--- src/rtl/alu_issue_ctrl_pkg.sv ---
// Shared definitions for the ALU issue controller: opcodes, instruction
// field positions, FSM state encodings and opcode decode helpers.
package alu_issue_ctrl_pkg;

    localparam int AW = 3;

    localparam logic [4:0] OP_NOP = 5'h00;
    localparam logic [4:0] OP_ADD = 5'h01;
    localparam logic [4:0] OP_SUB = 5'h02;
    localparam logic [4:0] OP_AND = 5'h03;
    localparam logic [4:0] OP_OR  = 5'h04;
    localparam logic [4:0] OP_NOT = 5'h05;
    localparam logic [4:0] OP_NEG = 5'h06;
    localparam logic [4:0] OP_HLT = 5'h1F;

    localparam int INSTR_OPC_HI  = 15;
    localparam int INSTR_OPC_LO  = 11;
    localparam int INSTR_RD_HI   = 10;
    localparam int INSTR_RD_LO   = 8;
    localparam int INSTR_RA_HI   = 7;
    localparam int INSTR_RA_LO   = 5;
    localparam int INSTR_RB_HI   = 4;
    localparam int INSTR_RB_LO   = 2;
    localparam int INSTR_RSVD_HI = 1;
    localparam int INSTR_RSVD_LO = 0;

    localparam logic [1:0] ST_IDLE = 2'd0;
    localparam logic [1:0] ST_EXEC = 2'd1;
    localparam logic [1:0] ST_WB   = 2'd2;
    localparam logic [1:0] ST_HALT = 2'd3;

    typedef struct packed {
        logic [4:0]    opc;
        logic [AW-1:0] rd;
        logic [AW-1:0] ra;
        logic [AW-1:0] rb;
    } instr_fields_t;

    function automatic instr_fields_t decode_instr(input logic [15:0] raw);
        instr_fields_t f;
        f.opc = raw[INSTR_OPC_HI:INSTR_OPC_LO];
        f.rd  = raw[INSTR_RD_HI:INSTR_RD_LO];
        f.ra  = raw[INSTR_RA_HI:INSTR_RA_LO];
        f.rb  = raw[INSTR_RB_HI:INSTR_RB_LO];
        return f;
    endfunction

    // Only these opcodes produce a result worth retiring into rd and flags.
    function automatic logic op_writes(input logic [4:0] opc);
        logic w;
        case (opc)
            OP_ADD, OP_SUB, OP_AND, OP_OR, OP_NOT, OP_NEG: w = 1'b1;
            default:                                       w = 1'b0;
        endcase
        return w;
    endfunction

    function automatic logic op_unary(input logic [4:0] opc);
        return (opc == OP_NOT) || (opc == OP_NEG);
    endfunction

endpackage

--- src/rtl/regfile_8x32.sv ---
// Register file: two combinational operand read ports, one debug read port
// and a single synchronous write port; cleared by synchronous reset.
module regfile_8x32
    import alu_issue_ctrl_pkg::*;
#(
    parameter int NREGS = 8,
    parameter int DW    = 32
) (
    input  logic          clk,
    input  logic          rst,
    input  logic          we,
    input  logic [AW-1:0] waddr,
    input  logic [DW-1:0] wdata,
    input  logic [AW-1:0] ra_addr,
    output logic [DW-1:0] ra_data,
    input  logic [AW-1:0] rb_addr,
    output logic [DW-1:0] rb_data,
    input  logic [AW-1:0] dbg_addr,
    output logic [DW-1:0] dbg_data
);

    logic [DW-1:0] mem_r [NREGS];

    // Storage update: clear everything on reset, otherwise single-port write.
    always_ff @(posedge clk) begin
        if (rst) begin
            for (int i = 0; i < NREGS; i++) begin
                mem_r[i] <= {DW{1'b0}};
            end
        end else if (we) begin
            mem_r[waddr] <= wdata;
        end
    end

    assign ra_data  = mem_r[ra_addr];
    assign rb_data  = mem_r[rb_addr];
    assign dbg_data = mem_r[dbg_addr];

endmodule

--- src/rtl/alu_issue_ctrl.sv ---
// Issue controller for the combinational ALU: accepts one instruction at a
// time, drives operands from the register file and retires result and flags.
module alu_issue_ctrl
    import alu_issue_ctrl_pkg::*;
#(
    parameter int NREGS = 8,
    parameter int DW    = 32
) (
    input  logic          clk,
    input  logic          rst,
    input  logic          instr_valid,
    output logic          instr_ready,
    input  logic [15:0]   instr,
    input  logic          ld_en,
    input  logic [AW-1:0] ld_addr,
    input  logic [DW-1:0] ld_data,
    output logic [4:0]    alu_opcode,
    output logic [DW-1:0] alu_a,
    output logic [DW-1:0] alu_b,
    input  logic [DW-1:0] alu_r,
    input  logic          alu_c,
    input  logic          alu_s,
    input  logic          alu_o,
    input  logic          alu_z,
    output logic [3:0]    flags,
    output logic          done,
    output logic          halted,
    input  logic [AW-1:0] dbg_addr,
    output logic [DW-1:0] dbg_data
);

    logic [1:0]    state_r;
    logic [1:0]    state_nxt_s;
    instr_fields_t instr_r;
    logic [3:0]    flags_r;
    logic          done_r;
    logic          halted_r;

    logic          accept_s;
    logic          in_exec_s;
    logic          retire_wr_s;
    logic          wr_en_s;
    logic [AW-1:0] wr_addr_s;
    logic [DW-1:0] wr_data_s;
    logic [DW-1:0] ra_data_s;
    logic [DW-1:0] rb_data_s;
    logic [4:0]    alu_opcode_s;
    logic [DW-1:0] alu_a_s;
    logic [DW-1:0] alu_b_s;
    logic          unused_rsvd_s;

    assign unused_rsvd_s = ^instr[INSTR_RSVD_HI:INSTR_RSVD_LO];

    assign instr_ready = (state_r == ST_IDLE);
    assign accept_s    = instr_valid && (state_r == ST_IDLE);
    assign in_exec_s   = (state_r == ST_EXEC);
    assign retire_wr_s = in_exec_s && op_writes(instr_r.opc);

    // Next-state decode; HALT is only left through reset.
    always_comb begin
        state_nxt_s = state_r;
        case (state_r)
            ST_IDLE: begin
                if (accept_s) begin
                    state_nxt_s = ST_EXEC;
                end else begin
                    state_nxt_s = ST_IDLE;
                end
            end
            ST_EXEC: begin
                if (instr_r.opc == OP_HLT) begin
                    state_nxt_s = ST_HALT;
                end else begin
                    state_nxt_s = ST_WB;
                end
            end
            ST_WB:   state_nxt_s = ST_IDLE;
            ST_HALT: state_nxt_s = ST_HALT;
            default: state_nxt_s = ST_IDLE;
        endcase
    end

    // ALU drive: operands only during EXEC, unary ops see a zero B operand.
    always_comb begin
        alu_opcode_s = OP_NOP;
        alu_a_s      = {DW{1'b0}};
        alu_b_s      = {DW{1'b0}};
        if (in_exec_s) begin
            alu_opcode_s = instr_r.opc;
            alu_a_s      = ra_data_s;
            if (op_unary(instr_r.opc)) begin
                alu_b_s = {DW{1'b0}};
            end else begin
                alu_b_s = rb_data_s;
            end
        end else begin
            alu_opcode_s = OP_NOP;
            alu_a_s      = {DW{1'b0}};
            alu_b_s      = {DW{1'b0}};
        end
    end

    // Write-source mux: loads and writebacks live in disjoint states.
    always_comb begin
        wr_en_s   = 1'b0;
        wr_addr_s = {AW{1'b0}};
        wr_data_s = {DW{1'b0}};
        if (retire_wr_s) begin
            wr_en_s   = 1'b1;
            wr_addr_s = instr_r.rd;
            wr_data_s = alu_r;
        end else if (ld_en && (state_r == ST_IDLE)) begin
            wr_en_s   = 1'b1;
            wr_addr_s = ld_addr;
            wr_data_s = ld_data;
        end else begin
            wr_en_s   = 1'b0;
            wr_addr_s = {AW{1'b0}};
            wr_data_s = {DW{1'b0}};
        end
    end

    // Control state, latched instruction, flags and retirement strobes.
    always_ff @(posedge clk) begin
        if (rst) begin
            state_r  <= ST_IDLE;
            instr_r  <= '{opc: OP_NOP, rd: {AW{1'b0}}, ra: {AW{1'b0}}, rb: {AW{1'b0}}};
            flags_r  <= 4'b0000;
            done_r   <= 1'b0;
            halted_r <= 1'b0;
        end else begin
            state_r <= state_nxt_s;
            if (accept_s) begin
                instr_r <= decode_instr(instr);
            end
            if (retire_wr_s) begin
                flags_r <= {alu_c, alu_s, alu_o, alu_z};
            end
            // Leaving EXEC always retires; the pulse lands in WB or first HALT cycle.
            done_r <= in_exec_s;
            if (in_exec_s && (instr_r.opc == OP_HLT)) begin
                halted_r <= 1'b1;
            end
        end
    end

    regfile_8x32 #(
        .NREGS (NREGS),
        .DW    (DW)
    ) u_regfile (
        .clk      (clk),
        .rst      (rst),
        .we       (wr_en_s),
        .waddr    (wr_addr_s),
        .wdata    (wr_data_s),
        .ra_addr  (instr_r.ra),
        .ra_data  (ra_data_s),
        .rb_addr  (instr_r.rb),
        .rb_data  (rb_data_s),
        .dbg_addr (dbg_addr),
        .dbg_data (dbg_data)
    );

    assign alu_opcode = alu_opcode_s;
    assign alu_a      = alu_a_s;
    assign alu_b      = alu_b_s;
    assign flags      = flags_r;
    assign done       = done_r;
    assign halted     = halted_r;

endmodule
--- config.mk ---
export PLATFORM = sky130hd
export DESIGN_NAME = alu_issue_ctrl
export DESIGN_NICKNAME = d
export VERILOG_FILES = /design/src/rtl/alu_issue_ctrl_pkg.sv /design/src/rtl/regfile_8x32.sv /design/src/rtl/alu_issue_ctrl.sv
export SDC_FILE = /design/constraint.sdc
export NUM_CORES = 1
export LEC_CHECK = 0
export ABC_AREA = 0
export CORE_MARGIN = 1
export CORE_UTILIZATION = 50
export CTS_BUF_LIST = sky130_fd_sc_hd__clkbuf_8 sky130_fd_sc_hd__clkbuf_16
export DETAILED_ROUTE_END_ITERATION = 16
export GPL_TIMING_DRIVEN = 0
export PLACE_DENSITY_LB_ADDON = 0.15
export SYNTH_ARGS = -nofsm -noshare
export SYNTH_HDL_FRONTEND = slang
export SYNTH_SLANG_ARGS = --single-unit
--- constraint.sdc ---
create_clock -name clk -period 11.3 [get_ports clk]
set_input_delay 3.39 -clock clk [delete_from_list [all_inputs] [get_ports clk]]
set_output_delay 3.39 -clock clk [all_outputs]
set_load 0.02 [all_outputs]
==> impl_metrics.toml, run 1 <==
[die]
rows = 68
die_area_sq_mm = 0.03562
start_util = 0.5059
die_y_um = 188.7
core_sq_mm = 0.03446
ios = 202
die_width_um = 188.7

[routing]
dr.pass1.iters = 6
wl_per_cell_um = 28.72
drcViolationCount = 0
wirelength_um = 58710
ant_nets = 0
num_vias = 13410
dr.first_iter.drc_count = 1662
via_per_inst = 6.561

[clock_network]
clkTransAtPathRegs_ps = 60
clock_path_buffers = 3
cts_tree = "built"
cts_resized = 0
hold_buffers = 0
numCtsBuffers = 30
ctsHtreeMaxLevel = 1
post_cts_buffers = 0
numClockSinks = 284
root_buffer = "clkbuf_16"
worstSkewPairLatency_ps = 570

[synth]
avgSynthCellArea_sq_um = 13.12
ys_types = 41
synth_warnings = 0
syn_nets = 1423
syn_area_sq_mm = 0.01743
synthCells = 1329
yosysSeqAreaShare = 0.4731
synth_seq_cells = 284

[status]
status = "finished, final reports clean"

[finish]
final_nets = 1659
stdcell_count = 2044
diodes = 0
drive_gt1_frac = 0.2247
postLayoutCoreUtil = 0.6136
syn_to_final_growth_pct = 21.28

[sta]
rsz0062_at_grt = "false"
finalSetupTns_ps = 0
fin_crit_ps = 9476
tightest_slew_ps = 1144
hold_violations = 0
fmax_mhz = 105.5
slew_violations = 0
relSlewSlack = 0.2374
skew_ps = 21.53
setup-violations-final = 0
fin_crit_sh = 0.8386

[placed_design]
dp_hpwl_um = 40040
dp.cells = 1988
gp_congestion = 0.8947
portBuffers = 196

[power_and_ir_drop]
power_density_mw_per_mm2 = 130.6
vdd_drop_max_uv = 110.0
static-leakage-power_nw = 6.836

[grt]
grt_usage = 0.3293
grt_max_degree = 25
grt_pass1_wl_um = 84240
antenna_found_initial = 0
gr-total-overflow = 0
first_global_vias = 13570

[hold_path]
min_path_type = "register to register"

[worst_setup_path]
cp-start-kind = "primary input"
critPathKind = "primary input to primary output"
crit_fanout = 10
worstPathRequired_ps = 7910
arrival_ps = 6090
endpoint_kind = "primary output"

[flow_run]
cap_viol_max_count = 0
==> critical path, stage by stage <==
cell and delay (ps):
clkbuf_1 610, clkbuf_1 830, mux4_2 410, mux2_2 290
clkdlybuf4s50_1 540
==> registers in the layout (all words and copies together) (netlist names), named ones only <==
signal / cells
flags: 4
state_r: 2
instr_r: 14
done: 1
u_regfile.mem_r: 256
halted: 1
==> metrics by stage <==
| step | total power [mW] | instance area [sq um] | worst slack [ps] | hold WS [ps] |
|---|---|---|---|---|
| CTS | 2.750 | 21140 | 1909 | 459.2 |
| detailed placement | 1.798 | 20170 | 1910 | 449.0 |
| global placement | 1.782 | 19960 | 1817 | 444.5 |
| finish | 2.761 | 21140 | 1824 | 450.4 |
| global route | 2.821 | 21140 | 1814 | 483.1 |
| floorplan | 1.571 | 17430 | 2987 | 435.9 |
==> kinds of logic after synthesis <==
kind of cell | count (synthesis) | share of synthesized area
and+or+nand+nor | 496 | 0.1311
AOI/OAI and AO/OA | 103 | 0.04995
muxes | 288 | 0.3055
xor gates and xnor gates | 1 | 0.0005025
DFF | 284 | 0.4731
buffers and inverters | 157 | 0.03983
==> synthesized netlist by cell type <==
cell       count  area, sq um
o21ai_0        1        5.000
o21bai_1       3        22.52
xor2_1         1        8.760
a21oi_1       27        135.1
dfxtp_1       28        560.5
or3_1          1        6.260
buf_1          6        22.52
or2_2          1        6.260
inv_1         34        127.6
a211o_1        1        8.760
a21boi_0      32        240.2
buf_6          7        78.83
mux2i_1       64        640.6
nand4bb_1     23        259.0
buf_4          1        7.510
o41ai_1       20        175.2
nor2_1       325         1220
buf_2         39        195.2
and2_1         6        37.54
or4bb_1        9        101.4
o221ai_4       2        52.55
nor4_4         5        106.4
and4_1         1        8.760
clkbuf_1      70        262.8
or3b_2         1        8.760
mux4_2       192         4324
nand3_1        1        5.000
o21ai_1        2        10.01
nor2b_1        4        25.02
or4b_4         1        13.76
and3_1         2        12.51
nand2b_1       6        37.54
mux2_2        32        360.4
nand2_1      104        390.4
nor3b_1        3        22.52
or4b_1         1        10.01
nor3_2         1        10.01
o31a_1         3        26.28
nor3_1         1        5.000
edfxtp_1     256         7687
o41ai_2       12        195.2
==> layer usage <==
metal,part of all wire,wire length (um),vias to the layer above,global-route usage
li1,-,-,5579,-
met1,0.37,21460,6672,0.4319
met2,0.47,27570,1000,0.5287
met3,0.12,7271,160,0.07562
met4,0.041,2406,0,0.1383
met5,0,0,-,0
==> where the power goes <==
group	internal [mW]	switching [mW]	leakage (nW)	total (mW)
Clock	0.560	0.417	0.504	0.977
Sequential	1.20	0.0346	2.82	1.23
Combinational	0.249	0.305	3.52	0.554
==> final timing paths <==
| kind | end | startpoint | slack (ps) | cells after the start |
|---|---|---|---|---|
| worst max-delay path | dbg_data[11] | dbg_addr[1] | 1820 | 5 |
| worst min-delay path | halted | halted | 450 | 2 |
| worst max register to register | u_regfile.mem_r[7][7] | instr_r[13] | 8180 | 5 |
| worst min register to register | halted | halted | 450 | 2 |
==> cell type report <==
cell class              instances  area (sq um)
clock inverters                22         158.9
well taps                     455         569.3
inverters                      34         127.6
plain buffers                 123         566.8
clock buffers                  34         817.0
flip-flops and latches        284          8248
multi-input cells             888          8533
repair buffers                204          2122
fillers                      2713         13320
==> layout by cell type (no fill, tap or decap), types with 27 or more instances in the layout <==
master,instances
mux2_2,32
buf_2,39
clkbuf_1,70
nand2_1,104
a21boi_0,32
clkdlybuf4s50_1,196
mux4_2,192
inv_1,39
edfxtp_1,256
nor2_1,325
clkbuf_16,31
dfxtp_1,28
mux2i_1,64
a21oi_1,27
Note: power is estimated with default switching activity, not from simulation.
==> inputs of run 2 (changes only) <==
- clock period: 11.3 -> 9.2 ns (I/O delays scaled with it)
==> results of run 2 <==
The final DEF is identical to that of run 1. Status: finished, final reports clean.
Main changes from that run: setup slack after placement 1910 ps -> 1070 ps; setup slack after layout 1824 ps -> 984.3 ps; register-to-register setup slack 8180 ps -> 6080 ps; total power 2.761 mW -> 3.392 mW; worst IR drop on VDD 110.0 uV -> 135.1 uV
